**src/rtl/kgp_pkg.sv**
```systemverilog
// Shared KGP-RISC definitions: branch type encodings and program counter defaults.
package kgp_pkg;

  localparam int PC_W_DEF    = 32;
  localparam int PC_STEP_DEF = 1;

  typedef enum logic [2:0] {
    BR_B    = 3'd0,
    BR_BR   = 3'd1,
    BR_BLTZ = 3'd2,
    BR_BZ   = 3'd3,
    BR_BNZ  = 3'd4,
    BR_BL   = 3'd5,
    BR_BCY  = 3'd6,
    BR_BNCY = 3'd7
  } br_type_e;

endpackage

```
**src/rtl/branch_cond.sv**
```systemverilog
// Combinational branch condition evaluator for the eight KGP-RISC branch types.
module branch_cond
  import kgp_pkg::*;
(
  input  logic [2:0] br_type,
  input  logic       zero,
  input  logic       neg,
  input  logic       carry_q,
  output logic       cond
);

  always_comb begin
    cond = 1'b0;
    case (br_type)
      BR_B, BR_BR, BR_BL: cond = 1'b1;
      BR_BLTZ:            cond = neg;
      BR_BZ:              cond = zero;
      BR_BNZ:             cond = ~zero;
      BR_BCY:             cond = carry_q;
      BR_BNCY:            cond = ~carry_q;
      default:            cond = 1'b0;
    endcase
  end

endmodule

```
**src/rtl/branch_pc_unit.sv**
```systemverilog
// Execute-stage branch resolution: flag register, branch decision, PC update,
// BL link write and a one-cycle flush after every taken branch.
module branch_pc_unit
  import kgp_pkg::*;
#(
  parameter int PC_W    = PC_W_DEF,
  parameter int PC_STEP = PC_STEP_DEF,
  parameter int OFF_W   = 16
) (
  input  logic             clk,
  input  logic             rst,
  input  logic             stall,
  input  logic             flag_we,
  input  logic             carry_in,
  input  logic             ovf_in,
  input  logic             zero_in,
  input  logic             neg_in,
  input  logic             br_en,
  input  logic [2:0]       br_type,
  input  logic [OFF_W-1:0] br_off,
  input  logic [PC_W-1:0]  rs_val,
  output logic [PC_W-1:0]  pc,
  output logic             taken,
  output logic             flush,
  output logic             link_we,
  output logic [PC_W-1:0]  link_val,
  output logic             carry_q,
  output logic             ovf_q
);

  logic                   cond;
  logic                   vld_p0;
  logic signed [PC_W-1:0] off_sext;
  logic [PC_W-1:0]        target;
  logic [PC_W-1:0]        pc_nxt;

  branch_cond u_cond (
    .br_type (br_type),
    .zero    (zero_in),
    .neg     (neg_in),
    .carry_q (carry_q),
    .cond    (cond)
  );

  // A squashed (flushed) or stalled slot never resolves a branch.
  assign vld_p0   = br_en & ~flush & ~stall;
  assign taken    = vld_p0 & cond;
  assign link_we  = taken & (br_type == BR_BL);
  assign link_val = pc + PC_W'(PC_STEP);

  assign off_sext = PC_W'(signed'(br_off));
  assign target   = (br_type == BR_BR) ? rs_val : pc + PC_W'(off_sext);

  always_comb begin
    pc_nxt = link_val;
    if (stall)      pc_nxt = pc;
    else if (taken) pc_nxt = target;
  end

  // Stage boundary: decision in cycle N, new pc and flush visible in N+1.
  always_ff @(posedge clk or negedge rst) begin
    if (!rst) begin
      pc      <= '0;
      flush   <= 1'b0;
      carry_q <= 1'b0;
      ovf_q   <= 1'b0;
    end else if (!stall) begin
      pc    <= pc_nxt;
      flush <= taken;
      if (flag_we && !flush) begin
        carry_q <= carry_in;
        ovf_q   <= ovf_in;
      end
    end
  end

endmodule

```
**config.mk**
```make
export PLATFORM = sky130hd
export DESIGN_NAME = branch_pc_unit
export DESIGN_NICKNAME = d
export VERILOG_FILES = /design/src/rtl/kgp_pkg.sv /design/src/rtl/branch_cond.sv /design/src/rtl/branch_pc_unit.sv
export SDC_FILE = /design/constraint.sdc
export NUM_CORES = 1
export LEC_CHECK = 0
export BUFFER_PORTS_ARGS = -buffer_cell sky130_fd_sc_hd__buf_2
export CAP_MARGIN = 20
export CORE_MARGIN = 2
export CORE_UTILIZATION = 58
export DETAILED_ROUTE_END_ITERATION = 8
export PLACE_DENSITY_LB_ADDON = 0.08
export SETUP_SLACK_MARGIN = 0.05
export SKIP_CTS_REPAIR_TIMING = 1
export SYNTH_ARGS = -nofsm -noshare
export SYNTH_HDL_FRONTEND = slang
export SYNTH_SLANG_ARGS = --single-unit
```
**constraint.sdc**
```tcl
create_clock -name clk -period 7.3 [get_ports clk]
set_input_delay 0.365 -clock clk [delete_from_list [all_inputs] [get_ports clk]]
set_output_delay 0.365 -clock clk [all_outputs]
set_load 0.02 [all_outputs]
```
# Yosys cells after proc, flatten, opt, wreduce, memory -nomap -nowiden
# Index checks and enable logic that the tools add are counted.
dict set report classes {
  n_addsub 2
  n_eq_ne 7
  muxes 3
  bitwise_logic 8
  n_reduce_logical 5
}
# op n
set ops {}
lappend ops {{2-to-1 mux 32 bit} 2}
lappend ops {{adder 32 x 1 -> 32 bit, second input constant} 1}
lappend ops {{adder 32 bit} 1}
lappend ops {{equality test 3 bit, second input constant} 4}
lappend ops {{equality test 3 x 2 -> 1 bit, second input constant} 2}
lappend ops {{one-hot mux 1 bit (6 select lines)} 1}
lappend ops {{bitwise AND 1 bit} 4}
lappend ops {{inverter 1 bit} 4}
lappend ops {{equality test 3 x 1 -> 1 bit, second input constant} 1}
lappend ops {{logical NOT 3 bit} 1}
lappend ops {{OR reduction 3 bit} 1}
lappend ops {{AND reduction 2 bit} 1}
lappend ops {{logical AND 1 bit} 1}
lappend ops {{logical NOT 1 bit} 1}
dict set report word_totals {
  reg_bits 35
  input_bits 60
  output_inout_bits 69
  elab_cells 29
}

# Depth between registers and ports, before layout
# Gate-level depths: netlist of run 1.
dict set report logic_depth {
  ltp_word 5
  ltp_mapped 10
  mapped_depth_nobuf 10
}

# By module
# A second synthesis of run 1 with hierarchy kept.
dict set report unflattened {
  cells_unflattened 591
  hier_area_um2 4364.2
}
# module n_inst cells_per_inst area_each_um2 seq_area_each_um2
set by_module_without_submodules {}
lappend by_module_without_submodules {branch_pc_unit 1 584 4302.9 875.8}
lappend by_module_without_submodules {branch_cond 1 7 61.3 0.0}

# Least setup slack after synthesis of run 1
# No wires, ideal clock.
dict set report synth_timing {
  kind {register to register}
  startpoint {register pc[0]}
  endpoint {register pc[26]}
  setup_time_ns 0.078
  t_arrival_ns 2.777
  required_ns 7.222
  path_slack_ns 4.445
  path_stages_with_launch 11
  n_path_buf 0
  synth_period_minus_slack_ns 2.855
  path_cell_list {dfrtp_1 -> ha_1 -> fa_1 -> a211oi_1 -> o21bai_1 -> a221o_1 -> a22oi_1 -> a21oi_1 -> nand2_1 -> mux2_2 -> a21oi_1}
}
dict set report synth_between {
  elab_chain_cells 3
  word_cells_on_any_way 4
  cone_classes {add/sub: 2; mux: 2}
}
# element line
set synth_lines {}
lappend synth_lines {{from (decl)} branch_pc_unit.sv:22} ;# output logic [PC_W-1:0] pc,
lappend synth_lines {{from (signal assigned)} branch_pc_unit.sv:68} ;# pc <= pc_nxt;
lappend synth_lines {{adder 32 bit} branch_pc_unit.sv:52} ;# assign target = (br_type == BR_BR) ? rs_val : pc + PC_W'(off_sext);
lappend synth_lines {{2-to-1 mux 32 bit} branch_pc_unit.sv:52}
lappend synth_lines {{2-to-1 mux 32 bit (*)} branch_pc_unit.sv:57} ;# else if (taken) pc_nxt = target;
# Every way passes the cells marked *; elsewhere a longest branch is shown, timed or not.
# A chain may end at the register's enable or synchronous reset.

# Worst setup path in the final report of run 1
dict set report layout_timing {
  startpoint {register pc[0]}
  endpoint {register pc[24]}
}
# Same word-level chain as after synthesis.

==> results of run 1 <==
-- metrics by stage --
stage                util  hold WS [ps]
CTS                 0.713           205
floorplan               -          69.4
finish              0.713           174
global placement    0.696           485
detailed placement  0.696           491
global route        0.713           229
-- cells in the mapped netlist (16+ instances only) --
master    number  area share
a21oi_1       62       0.071
nand2_1       59       0.050
nor2_1        45       0.038
o21ai_0       44       0.050
dfrtp_1       35        0.20
ha_1          32       0.091
xnor2_1       25       0.050
nand3_1       24       0.027
xor2_1        23       0.046
and3_1        20       0.028
clkbuf_1      16       0.014
-- logic make-up (layout without fill, tap and decap cells) --
logic type | after synthesis | in the layout
mux | 6 | 6
flops | 35 | 35
simple gates | 216 | 216
fa+ha+maj | 33 | 33
compound gates | 201 | 201
xor+xnor | 48 | 48
buf+inv | 41 | 153
-- sequential cells by signal, indices dropped and copies added, names as in the netlist --
register  cells
pc           32
carry_q       1
flush         1
ovf_q         1
-- layout by cell type, fill, tap and decap left out, drive strengths merged, types with 4 or more instances in the layout --
cell and count:
a211oi 8, a21boi 4, a21o 13, a21oi 62, a221oi 4, a31oi 6
and2 12, and3 20, and4 5, buf 131, clkbuf 6, dfrtp 35
ha 32, inv 13, mux2 4, nand2 59, nand3 24, nand4 12
nor2 45, nor2b 6, nor3 11, nor4 4, o211ai 7, o21ai 44
o21bai 6, o221ai 7, o22ai 6, o31ai 4, or2 4, or3 4
xnor2 25, xor2 23
-- where the power goes --
part           switching [mW]  internal, mW
Sequential              0.185         0.276
Clock                  0.0779         0.111
Combinational           0.893         0.563
-- path summary, 6_finish.rpt --
check	start	end	slack [ps]
worst max-delay path	pc[0]	pc[24]	4060
worst min-delay path	rst	pc[13]	170
worst max register to register	pc[0]	pc[24]	4060
worst min register to register	ovf_q	ovf_q	510
max in group asynchronous	rst	pc[25]	6580
min in group clk	ovf_in	ovf_q	300
-- metal layers --
| metal | vias to the layer above | track usage | part of all wire |
|---|---|---|---|
| met2 | 279 | 0.548 | 0.47 |
| met3 | 17 | 0.0365 | 0.10 |
| met4 | 0 | 0.0795 | 0.013 |
| met1 | 2391 | 0.462 | 0.42 |
| li1 | 2394 | - | - |
| met5 | - | 0 | 0 |
-- critical path, delay by kind of cell, from the launching register on --
kind	cells	cell delay [ps]
AOI/OAI and AO/OA	7	1720
adders and majority gates	2	700
xor gates and xnor gates	1	200
DFF	1	460
-- final cells by class --
type,count,area [sq um],area share
Clock buffer,6,82.6,0.0159
Clock inverter,2,35.0,0.00674
Inverter,14,52.6,0.0101
Multi-Input combinational cell,504,3360,0.647
Sequential cell,35,876,0.169
Tap cell,99,124,0.0238
Timing Repair Buffer,131,663,0.128
==> results.md, run 1 <==
* Placed instance count at 783
* Setup crit end kind: register
* CP required at between 7000 and 8000 ps
* Clock Latency Late Sink at roughly 300 ps
* Boundary pin count at between 100 and 150
* Synth Area in Compound Gates at 0.296
* DR pass1 iterations at 5
* Max Cap Viol at 0
* GP Congestion at roughly 0.96
* Number of synthesized register bits at 35
* # H-tree levels at 2
* Worst-Margin Slew at a little over 900 ps
* Fin crit share at 0.444
* PwrDens at roughly 410 mW/mm^2
* Core area at between 0.007 and 0.008 sq mm
* Rel. slew slack at 0.384
* R2R depth at 10
* Post-synthesis mux area share at 0.0148
* Ys flop type: dfrtp_1
* Fmax achieved at slightly above 0.3 GHz
* Overall Power at approximately 2.1 mW
* Remaining antenna violation count at 0
* Vias at a little over 5000
* Seq/Total Area, Yosys at 0.199
* Setup TNS at 0 ps
* Final Instance Count excl. Fillers at around 790
* Vias in the first global route at 4694
* CTS buffer count at 5
* Pre-CTS WS at approximately 4100 ps
* Reg clk slew, reported paths at roughly 80 ps
* Post-route setup slack at 4060 ps
* Simple-gate share of the synthesized area at 0.262
* Nets@finish at ~800
* Input/output buffers at roughly 130
* CP peak stage delay at 460 ps
* Vias per cell at between 6 and 7
* Die W at about 91 microns
* Synth Area per Inst at approximately 7.6 sq um
* TritonCTS clock tree: built
* Distinct cells, synth at 75
* Area grow syn2layout at 18.2%
* Maximum VDD drop at 0.235 mV
* Setup violators final at 0
* Post-detailed-route wirelength per cell at roughly 18 microns
* Unrepaired setup endpoints after global routing: no
* CP Class: register to register
* Initial core utilization at 0.603
* Leakage power at 2.41 nW
* Final hold violation count at 0
* Post-synth EDFFs at 0
* Pin count of the biggest net entering global routing at 51
* Synth Area in Adders at 0.0956
* Async SR Flop Fraction at 1.00
* Height of the die at slightly above 90 microns
* Slowest cell on crit path: dfrtp_1
* CTS max path bufs at 2
* Hold Path Class: input port to async pin
* Final Skew at around 3.2 ps
* Worst EP arrival at around 3400 ps
* FILL cells at roughly 660
* Syn Inst Count at 580
* CP Cell Sequence: ha_1 > fa_1 > a211oi_1 > o21bai_1 > a221o_1 > a22oi_1 > o21ai_0 > a21oi_1 > xor2_1 > o221ai_1
* Fin crit period at 3240 ps
* Post-DP Area at 0.00508 sq mm
* Root Driver: clkbuf_8
* Synthesized area at 0.00440 sq mm
* DIE AREA at roughly 0.0083 sq mm
* # diodes at 0
* Slew Viols, Final at 0
* Max FO, Critical Path at 7
* Core Rows at 31
* Worst setup SP type: register
* Dpl hpwl at between 10000 and 15000 microns
* Share of layout cells above drive strength 1 at 0.234
* DRC viols at 0
* Post-Route WL at between 10000 and 15000 microns
* Finished layout cell area at 0.00520 sq mm
* Total number of yosys warnings at 0
* XOR/XNOR share of the synthesized area at 0.0956
* First-pass GRT wire length at around 23000 microns
* Post-synthesis net count at 673
* Overall routing resource usage at 0.331
* Largest family of logic cells by synthesized area: compound AO/OA/AOI/OAI gates
* Outcome: complete, no violations
* Initial DRC count at around 450
* Clk sinks at 35
* Initial antenna violation count at 0
* GR Overflow Total at 0
Power figures use the tool's default switching activity.
==> run 2, diff against run 1 <==
- CORE_UTILIZATION: 58 -> 49
- clock period: 7.3 -> 2.8 ns (I/O delays scaled with it)
==> run 2 against run 1 <==
  * Global-route usage fell by 2.7 points
  * Combinational power grew to 3.0 times the previous value
  * Total power rose to 2.8 times the previous value
  * Routed wire length grew 8.2%
  * Register-to-register slack got worse by 4000 ps
  * Largest cell class unchanged
  * The flow now finishes with violations (negative hold slack)
  * Design area rose by 7.9%
==> results.md, run 2 (synthesis results as in run 1) <==
* Final Skew at 15.0 ps (+11.8 ps)
* Final hold violation count at 24 (+24)
* Initial core utilization at 0.504 (-0.0988)
* Multi-input logic area at 0.00346 sq mm (+3.0%)
* DIE AREA at 0.00975 sq mm (+18%)
* Worst EP arrival at 2900 ps (-480 ps)
* GP Congestion at 0.941 (-2.0%)
* Height of the die at 98.7 microns (+8.4%)
* TritonCTS clock tree: built
* Core Util, Final at 0.643 (-0.0698)
* Share of layout cells above drive strength 1 at 0.303 (+0.0693)
* Reg area at 877 sq um (+0.14%)
* GR Overflow Total at 0 (unchanged)
* PwrDens at 1040 mW/mm^2 (+160%)
* Worst setup SP type: register
* CTS max path bufs at 2 (unchanged)
* Vias per cell at 6.13 (-4.5%)
* Unrepaired setup endpoints after global routing: yes
* Hold Path Class: input port to async pin
* R2R depth at 10 (unchanged)
* Max FO, Critical Path at 4 (-3)
* Remaining antenna violation count at 0 (unchanged)
* Boundary pin count at 129 (unchanged)
* Sw frac at 0.539 (-0.0103)
* Reg2reg setup slack at 60 ps (-4000 ps)
* Combinational power share at 0.752 (+0.060)
* Outcome: finished, violations left
* Worst-Margin Slew at 939 ps (+15.4 ps)
* Post-detailed-route wirelength per cell at 18.1 microns (+1.6%)
* Core Rows at 34 (+9.7%)
* Dpl hpwl at 11600 microns (+9.3%)
* Vias at 5170 (+1.8%)
* Most frequent cells in the layout: 128 x buf_2, 59 x nand2_1, 58 x a21oi_1, 46 x buf_4, 42 x nor2_1
* CTS buffer count at 5 (unchanged)
* DR pass1 iterations at 4 (-1)
* Initial DRC count at 411 (-9.5%)
* R2r startpoint: pc[0]
* Fmax achieved at 0.365 GHz (+18%)
* Top reg by flops: pc
* Max FFs per register at 32 (unchanged)
* Fin crit share at 0.978 (+0.534)
* Overall routing resource usage at 0.303 (-0.0275)
* Nets@finish at 827 (+5.5%)
* Slew Viols, Final at 0 (unchanged)
* Die W at 98.7 microns (+8.4%)
* Core area at 0.00872 sq mm (+20%)
* Pint at 2.68 mW (+180%)
* Vias in the first global route at 4854 (+3.4%)
* CP required at 2960 ps (-4480 ps)
* # diodes at 0 (unchanged)
* Post-route setup slack at 61.1 ps (-4000 ps)
* Maximum VDD drop at 0.532 mV (+130%)
* Failing checks: negative hold slack
* Psw at 3.14 mW (+170%)
* Worst hold slack at -21.0 ps (-195 ps)
* Initial antenna violation count at 0 (unchanged)
* Input/output buffers at 128 (unchanged)
* Fin crit period at 2740 ps (-501 ps)
* Rel. slew slack at 0.374 (-0.0103)
* Setup crit end kind: register
* FILL cells at 812 (+24%)
* Setup TNS at 0 ps (unchanged)
* Leakage power at 2.62 nW (+8.7%)
* Clock Latency Late Sink at 300 ps (about the same)
* First-pass GRT wire length at 24100 microns (+6.3%)
* Worst r2r dst: pc[24]
* Overall Power at 5.82 mW (+180%)
* DRC viols at 0 (unchanged)
* Reg clk slew, reported paths at 90 ps (about the same)
* Max Cap Viol at 0 (unchanged)
* CP Class: register to register
* Pin count of the biggest net entering global routing at 50 (-2.0%)
* Clk sinks at 35 (unchanged)
* Setup violators final at 0 (unchanged)
* Post-Route WL at 15200 microns (+8.2%)
* Most common cell after layout, fill and taps aside: buf_2
* Pre-CTS WS at -65.1 ps (-4160 ps)
* Area grow syn2layout at 27.5%
* # H-tree levels at 2 (unchanged)
* Power share of the clock group at 0.071 (-0.019)
* Root Driver: clkbuf_8
* Reg power frac at 0.177 (-0.042)
[run 2: cell types whose count changed in the layout (fill, tap and decap cells not counted), moves of 3 or more]
cell	change
buf_4	+43
a21oi_1	-4
a211oi_2	+3
o21ai_0	-3
a21oi_2	+4
a211oi_1	-3
[run 2: worst max-delay path by stage]
| stage | start | end | cells past startpoint |
|---|---|---|---|
| after floorplan | pc[0] | pc[20] | 10 |
| after global placement | pc[0] | pc[28] | 10 |
| after detailed placement | pc[0] | pc[28] | 10 |
| after CTS | pc[0] | pc[24] | 10 |
| after global routing | pc[0] | pc[24] | 10 |
| final | pc[0] | pc[24] | 10 |
[run 2: cell type report]
cell class,count,area share
inverters,14,0.00937
well taps,108,0.0241
clock inverters,1,0.000893
clock buffers,7,0.0154
multi-input cells,504,0.618
repair buffers,174,0.176
flip-flops and latches,35,0.156
[run 2: per-stage QoR]
step	area, sq um	hold slack, ps	instances
global placement	5390	320	830
floorplan	4410	-156	580
detailed placement	5390	318	830
finish	5610	-21.0	843
CTS	5480	4.69	838
global route	5610	30.4	843
[run 2: power by group through the flow]
stage	clock (mW)	combinational, mW	sequential (mW)
global placement	0	4.09	1.01
floorplan	0	2.51	1.32
global route	0.432	4.75	1.07
detailed placement	0	4.17	1.03
CTS	0.418	4.20	1.01
finish	0.415	4.37	1.03
[run 2: critical path: stages (launching register included)]
cell and delay [ps]:
dfrtp_2 440, ha_4 170, fa_2 350, a211oi_2 210
o21bai_1 120, a221o_2 450, a22oi_2 300, o21ai_2 120
a21oi_2 150, xor2_1 170, o221ai_1 110
[run 2: layer usage]
layer	global-route usage	routed length, microns	vias to the layer above	share of wire
met2	0.497	7190	211	0.47
met3	0.0248	1080	32	0.071
met4	0.0780	347	0	0.023
met1	0.433	6610	2452	0.43
li1	-	-	2475	-
met5	0	0	-	0
